==> src/rtl/onenot_checksum.sv <==
// Nine-operand one's-complement checksum: y is the inverted end-around-carry
// sum of A..I, registered one cycle after the operands are accepted.
module onenot_checksum #(
    parameter int WIDTH = 16
) (
    input  logic             clk,
    input  logic             rst,
    input  logic             in_valid,
    input  logic [WIDTH-1:0] A,
    input  logic [WIDTH-1:0] B,
    input  logic [WIDTH-1:0] C,
    input  logic [WIDTH-1:0] D,
    input  logic [WIDTH-1:0] E,
    input  logic [WIDTH-1:0] F,
    input  logic [WIDTH-1:0] G,
    input  logic [WIDTH-1:0] H,
    input  logic [WIDTH-1:0] I,
    output logic [WIDTH-1:0] y,
    output logic             out_valid
);

    localparam int SUM_W = WIDTH + 4;

    // Two folds always suffice: the first leaves at most one carry bit,
    // and folding that carry back in cannot overflow again.
    function automatic logic [WIDTH-1:0] ones_fold(input logic [SUM_W-1:0] s);
        logic [WIDTH:0]   t1;
        logic [WIDTH-1:0] t2;
        t1 = {1'b0, s[WIDTH-1:0]} + {{(WIDTH-3){1'b0}}, s[SUM_W-1:WIDTH]};
        t2 = t1[WIDTH-1:0] + {{(WIDTH-1){1'b0}}, t1[WIDTH]};
        return t2;
    endfunction

    function automatic logic [SUM_W-1:0] ext(input logic [WIDTH-1:0] w);
        return {4'b0000, w};
    endfunction

    logic [SUM_W-1:0] sum_s;
    logic [WIDTH-1:0] y_next_s;
    logic [WIDTH-1:0] y_r;
    logic             valid_r;

    // Full-precision raw sum and inverted folded result.
    always_comb begin
        sum_s    = ext(A) + ext(B) + ext(C) + ext(D) + ext(E)
                 + ext(F) + ext(G) + ext(H) + ext(I);
        y_next_s = ~ones_fold(sum_s);
    end

    // Output register: reset discards any operands presented alongside it.
    always_ff @(posedge clk) begin
        if (rst) begin
            y_r     <= {WIDTH{1'b0}};
            valid_r <= 1'b0;
        end else begin
            valid_r <= in_valid;
            if (in_valid) begin
                y_r <= y_next_s;
            end else begin
                y_r <= y_r;
            end
        end
    end

    assign y         = y_r;
    assign out_valid = valid_r;

endmodule

==> config.mk <==
export PLATFORM = sky130hd
export DESIGN_NAME = onenot_checksum
export DESIGN_NICKNAME = d
export VERILOG_FILES = /design/src/rtl/onenot_checksum.sv
export SDC_FILE = /design/constraint.sdc
export NUM_CORES = 1
export LEC_CHECK = 0
export BUFFER_PORTS_ARGS = -buffer_cell sky130_fd_sc_hd__buf_4
export CORE_ASPECT_RATIO = 1.1
export CORE_MARGIN = 2
export CORE_UTILIZATION = 49
export CTS_BUF_LIST = sky130_fd_sc_hd__clkbuf_8
export CTS_CLUSTER_DIAMETER = 200
export DETAILED_ROUTE_END_ITERATION = 10
export GPL_ROUTABILITY_DRIVEN = 0
export GPL_TIMING_DRIVEN = 0
export PLACE_DENSITY = 0.89
export SETUP_SLACK_MARGIN = 0.3
export SYNTH_ARGS = -nofsm -noshare
export SYNTH_HDL_FRONTEND = slang
export SYNTH_SLANG_ARGS = --single-unit
==> constraint.sdc <==
create_clock -name clk -period 11.15 [get_ports clk]
set_clock_uncertainty 0.2 [all_clocks]
set_input_delay 3.345 -clock clk [delete_from_list [all_inputs] [get_ports clk]]
set_output_delay 3.345 -clock clk [all_outputs]
set_load 0.03 [all_outputs]
Word-level counts from Yosys, hierarchy flattened --
Index checks and enable logic that the tools add are counted.
Cells by class: add/sub/neg operators 10, bitwise gates (word level) 1
Operators by type and width (count):
- adder 20 x 16 -> 20 bit | 4
- adder 19 x 16 -> 20 bit | 1
- adder 18 x 16 -> 19 bit | 1
- adder 17 x 16 -> 18 bit | 1
- adder 16 x 16 -> 17 bit | 1
- adder 16 x 4 -> 17 bit | 1
- adder 16 x 1 -> 16 bit | 1
- NOT 16 bit | 1
Storage, ports and cells: bits in registers 17, input bits 147, output and inout port bits 17, word-level logic and storage cells 13

Logic depth before layout (Yosys ltp) --
word-level depth 11, mapped depth 36, depth with buffers taken out 36

Worst setup path after synthesis --
Ideal clock, no wire load.
path kind input port to flip-flop, start input A[6], end register y_r[6], in the netlist y[6], library setup time 0.128 ns, arrival time 10.502 ns, data required time 10.822 ns, setup slack 0.320 ns, stages 35, buffers on the path 1, cells stage by stage inv_1 -> fa_1 -> inv_1 -> fa_1 -> fa_1 -> inv_1 -> fa_1 -> inv_1 -> ha_1 -> buf_2 -> a21oi_2 -> o211a_1 -> a21oi_1 -> o21ai_0 -> a21oi_1 -> o21a_1 -> o21ai_0 -> nand2_1 -> xnor2_1 -> fa_1 -> nand2b_1 -> a21o_1 -> nor3_1 -> nand3_1 -> nor3_2 -> nor4b_1 -> ha_1 -> ha_1 -> nand2_1 -> nor2_1 -> o21ai_0 -> a21oi_1 -> xnor2_1 -> mux2i_1 -> nor2_1
On the way: cells in the longest elaborated chain, start to end 11
RTL lines:
- start: declaration | line 9 | input logic [WIDTH-1:0] A,
- adder 16 x 16 -> 17 bit | line 45 | sum_s = ext(A) + ext(B) + ext(C) + ext(D) + ext(E)
- adder 17 x 16 -> 18 bit | line 45
- adder 18 x 16 -> 19 bit | line 45
- adder 19 x 16 -> 20 bit | line 45
- adder 20 x 16 -> 20 bit (4 in series) | line 46 | + ext(F) + ext(G) + ext(H) + ext(I);
- adder 16 x 4 -> 17 bit | line 29 | t1 = {1'b0, s[WIDTH-1:0]} + {{(WIDTH-3){1'b0}}, s[SUM_W-1:WIDTH]};
- adder 16 x 1 -> 16 bit | line 30 | t2 = t1[WIDTH-1:0] + {{(WIDTH-1){1'b0}}, t1[WIDTH]};
- NOT 16 bit | line 47 | y_next_s = ~ones_fold(sum_s);
- end signal: assignment | line 53 | y_r <= {WIDTH{1'b0}};
- end signal: assignment | line 58 | y_r <= y_next_s;
- end signal: assignment | line 60 | y_r <= y_r;
- end: declaration | line 40 | logic [WIDTH-1:0] y_r;
No other way between the ends. A chain may end at the register's enable or synchronous reset.

Worst setup path after layout --
Ends and elaborated chain as after synthesis.

==> metrics.csv <==
metric,value,unit
outcome,"finished, final reports clean",
Placed Area,0.00658,mm²
Synthesized Nets,851,
max cap viols,0,
ANT nets after route,0,
Skew-Pair Late Insertion Delay,250,ps
Yosys Warn Count,0,
Post-synth EDFFs,0,
final cell count without fillers,890,
area of the core,0.0103,mm²
# rows,39,
CP Max Fanout,7,
TritonCTS buffer count,3,
Diodes inserted,0,
hold crit path type,flop to flop,
HPWL Detailed,10400,µm
sequential area share after synthesis,6.56,%
CP endpoint kind,flop,
H-Tree Depth,1,
"flops & latches, synth",17,
Syn Std Cell Area,0.00519,mm²
top cell type's share of synthesized area,42.8,%
Multi-input gate area,0.00429,mm²
"Reg clk slew, reported paths",60,ps
final wirelength,11800,µm
initial antenna violation count,0,
initial core utilization,50.2,%
DRC Markers,0,
Mean Syn Cell Area,9.17,µm²
Critical Path AT,10540,ps
wire per inst,13.2,µm
vias per std cell,5.08,
area grow syn2layout,32.7,%
fraction of registers with async set/reset,0,%
"Buf+Inv Stages, Crit Path",6,
GRT Util Overall,20.9,%
slowest CP cell,fa_1,
global route overflow,0,
minimum clock period,10560,ps
setup tns final,0,ps
CP Data Required Time,11140,ps
register area,340,µm²
Die X,102,µm
max_slew headroom,62.0,%
placed cells,870,
Main synth FF type,dfxtp_1,
"delay-heaviest family, CP",adder cells,
design area,0.00689,mm²
Final Hold Viols,0,
first-pass GRT wire length,19800,µm
Area contributors post-synth,"fa_1, inv_1, dfxtp_1",
Crit Path Category,input port to flop,
RSZ-0062 raised after global routing,false,
Post-Syn Instances,566,
die area,0.0114,mm²
max incr delay on CP,550,ps
# nets final,1033,
leading area contributor after synthesis,fa_1,
Setup crit start kind,input port,
vias in the first global route,4816,
DR pass1 iterations,5,
pin count of the biggest net entering global routing,11,
Vias,4520,
die height,112,µm
cts hold-fix bufs,0,
First DRT Iteration DRCs,195,
setup violators final,0,
CTS Sinks,17,
Root Driver,clkbuf_8,
max-slew violations,0,
CTS tree,built,
Slew @ Worst Pin,570,ps
period utilization,94.7,%
Fillers,806,
Max Clock Freq,94.7,MHz
# IOs,164,
port buffer count,161,
post-route core utilization,66.6,%
Netlist cell types,65,
fraction of layout cells with a size suffix above 1,29.6,%
maximum buffer depth of the clock tree,2,
cells in the final DEF (no fill, tap or decap), types with 3 or more instances in the layout:
master	instances
ha_2	4
xnor2_1	19
nor2_1	27
a31oi_1	3
a211oi_1	11
a21o_1	4
nor3_1	10
and2_1	5
and3_1	4
fa_1	109
o211a_1	3
o2111ai_1	3
buf_4	178
or3_1	5
o21a_1	6
nand3_1	8
o21ai_0	9
clkbuf_1	5
xor2_1	7
o211ai_1	7
nand2b_1	7
inv_1	171
clkbuf_8	3
a211o_1	3
nand2_1	11
mux2i_1	5
dfxtp_1	17
o21ai_1	9
a21oi_1	13
ha_1	21
state kept, by name, indices dropped and copies added (netlist names):
signal / count
y: 16
out_valid: 1
cell usage after synthesis (4+ instances only):
library cell and n:
nand2b_1 8, clkbuf_1 5, xnor2_1 20, a211oi_1 11
o21a_1 7, o211ai_1 7, xor2_1 7, or3_1 5
mux2i_1 5, o21ai_1 7, fa_1 111, inv_1 172
a21o_1 5, a21oi_1 14, and2_1 5, nand3_1 9
dfxtp_1 17, nor2_1 28, and3_1 4, nor3_1 11
ha_1 27, nand2_1 12, o21ai_0 12
layout make-up:
type / instances / share of cell area (%)
plain buffers: 10 / 0.781
inverters: 172 / 9.38
repair buffers: 177 / 19.3
clock inverters: 1 / 0.0727
flip-flops and latches: 17 / 4.94
well taps: 143 / 2.60
clock buffers: 3 / 0.600
multi-input cells: 367 / 62.3
tightest hold or removal path: cells and delay by family, from the launching register on:
| kind | cells | cell delay (ps) |
|---|---|---|
| flip-flops | 1 | 310 |
| AND/OR/NAND/NOR | 1 | 80 |
| AO/OA/AOI/OAI | 1 | 50 |
stage by stage:
| stage | setup slack (ps) | hold slack (ps) |
|---|---|---|
| final | 595 | 292 |
| after global routing | 242 | 318 |
| after CTS | 328 | 295 |
| after detailed placement | -714 | 289 |
| after global placement | -521 | 281 |
| after floorplan | 320 | 400 |
metal layers:
| metal | vias to the layer above | GRT usage [%] | wire [µm] |
|---|---|---|---|
| li1 | 2128 | - | - |
| met3 | 18 | 2.01 | 639 |
| met5 | - | 0 | 0 |
| met2 | 172 | 42.6 | 6840 |
| met4 | 0 | 3.91 | 189 |
| met1 | 2202 | 22.7 | 4110 |
final timing paths:
| kind | to | cells past startpoint | from | slack (ps) |
|---|---|---|---|---|
| hold / removal | y[7]$_SDFFE_PP0P_ | 2 | y[7]$_SDFFE_PP0P_ | 290 |
| setup reg to reg | y[12]$_SDFFE_PP0P_ | 2 | y[12]$_SDFFE_PP0P_ | 10210 |
| hold reg to reg | y[7]$_SDFFE_PP0P_ | 2 | y[7]$_SDFFE_PP0P_ | 290 |
| setup / recovery | y[6]$_SDFFE_PP0P_ | 36 | A[6] | 590 |
kinds of logic (layout without fill, tap and decap cells):
family | count (synthesis) | in the layout | share of synthesized area [%]
mux | 5 | 5 | 0.964
fa+ha+maj | 139 | 139 | 49.5
simple gates | 97 | 97 | 9.83
flops | 17 | 17 | 6.56
xor+xnor | 30 | 30 | 5.83
buf+inv | 182 | 363 | 13.4
compound gates | 96 | 96 | 13.9
repair_timing:
item	4_1_cts	5_1_grt
pin swaps	4	23
endpoints found under the setup margin	15	13
resized for setup	14	19
buffers inserted	4	12
hold endpoints to repair	0	0
Power is left out: the tool's default activity adds up to more than one toggle a clock period on the data nets, which glitch-free logic cannot reach.
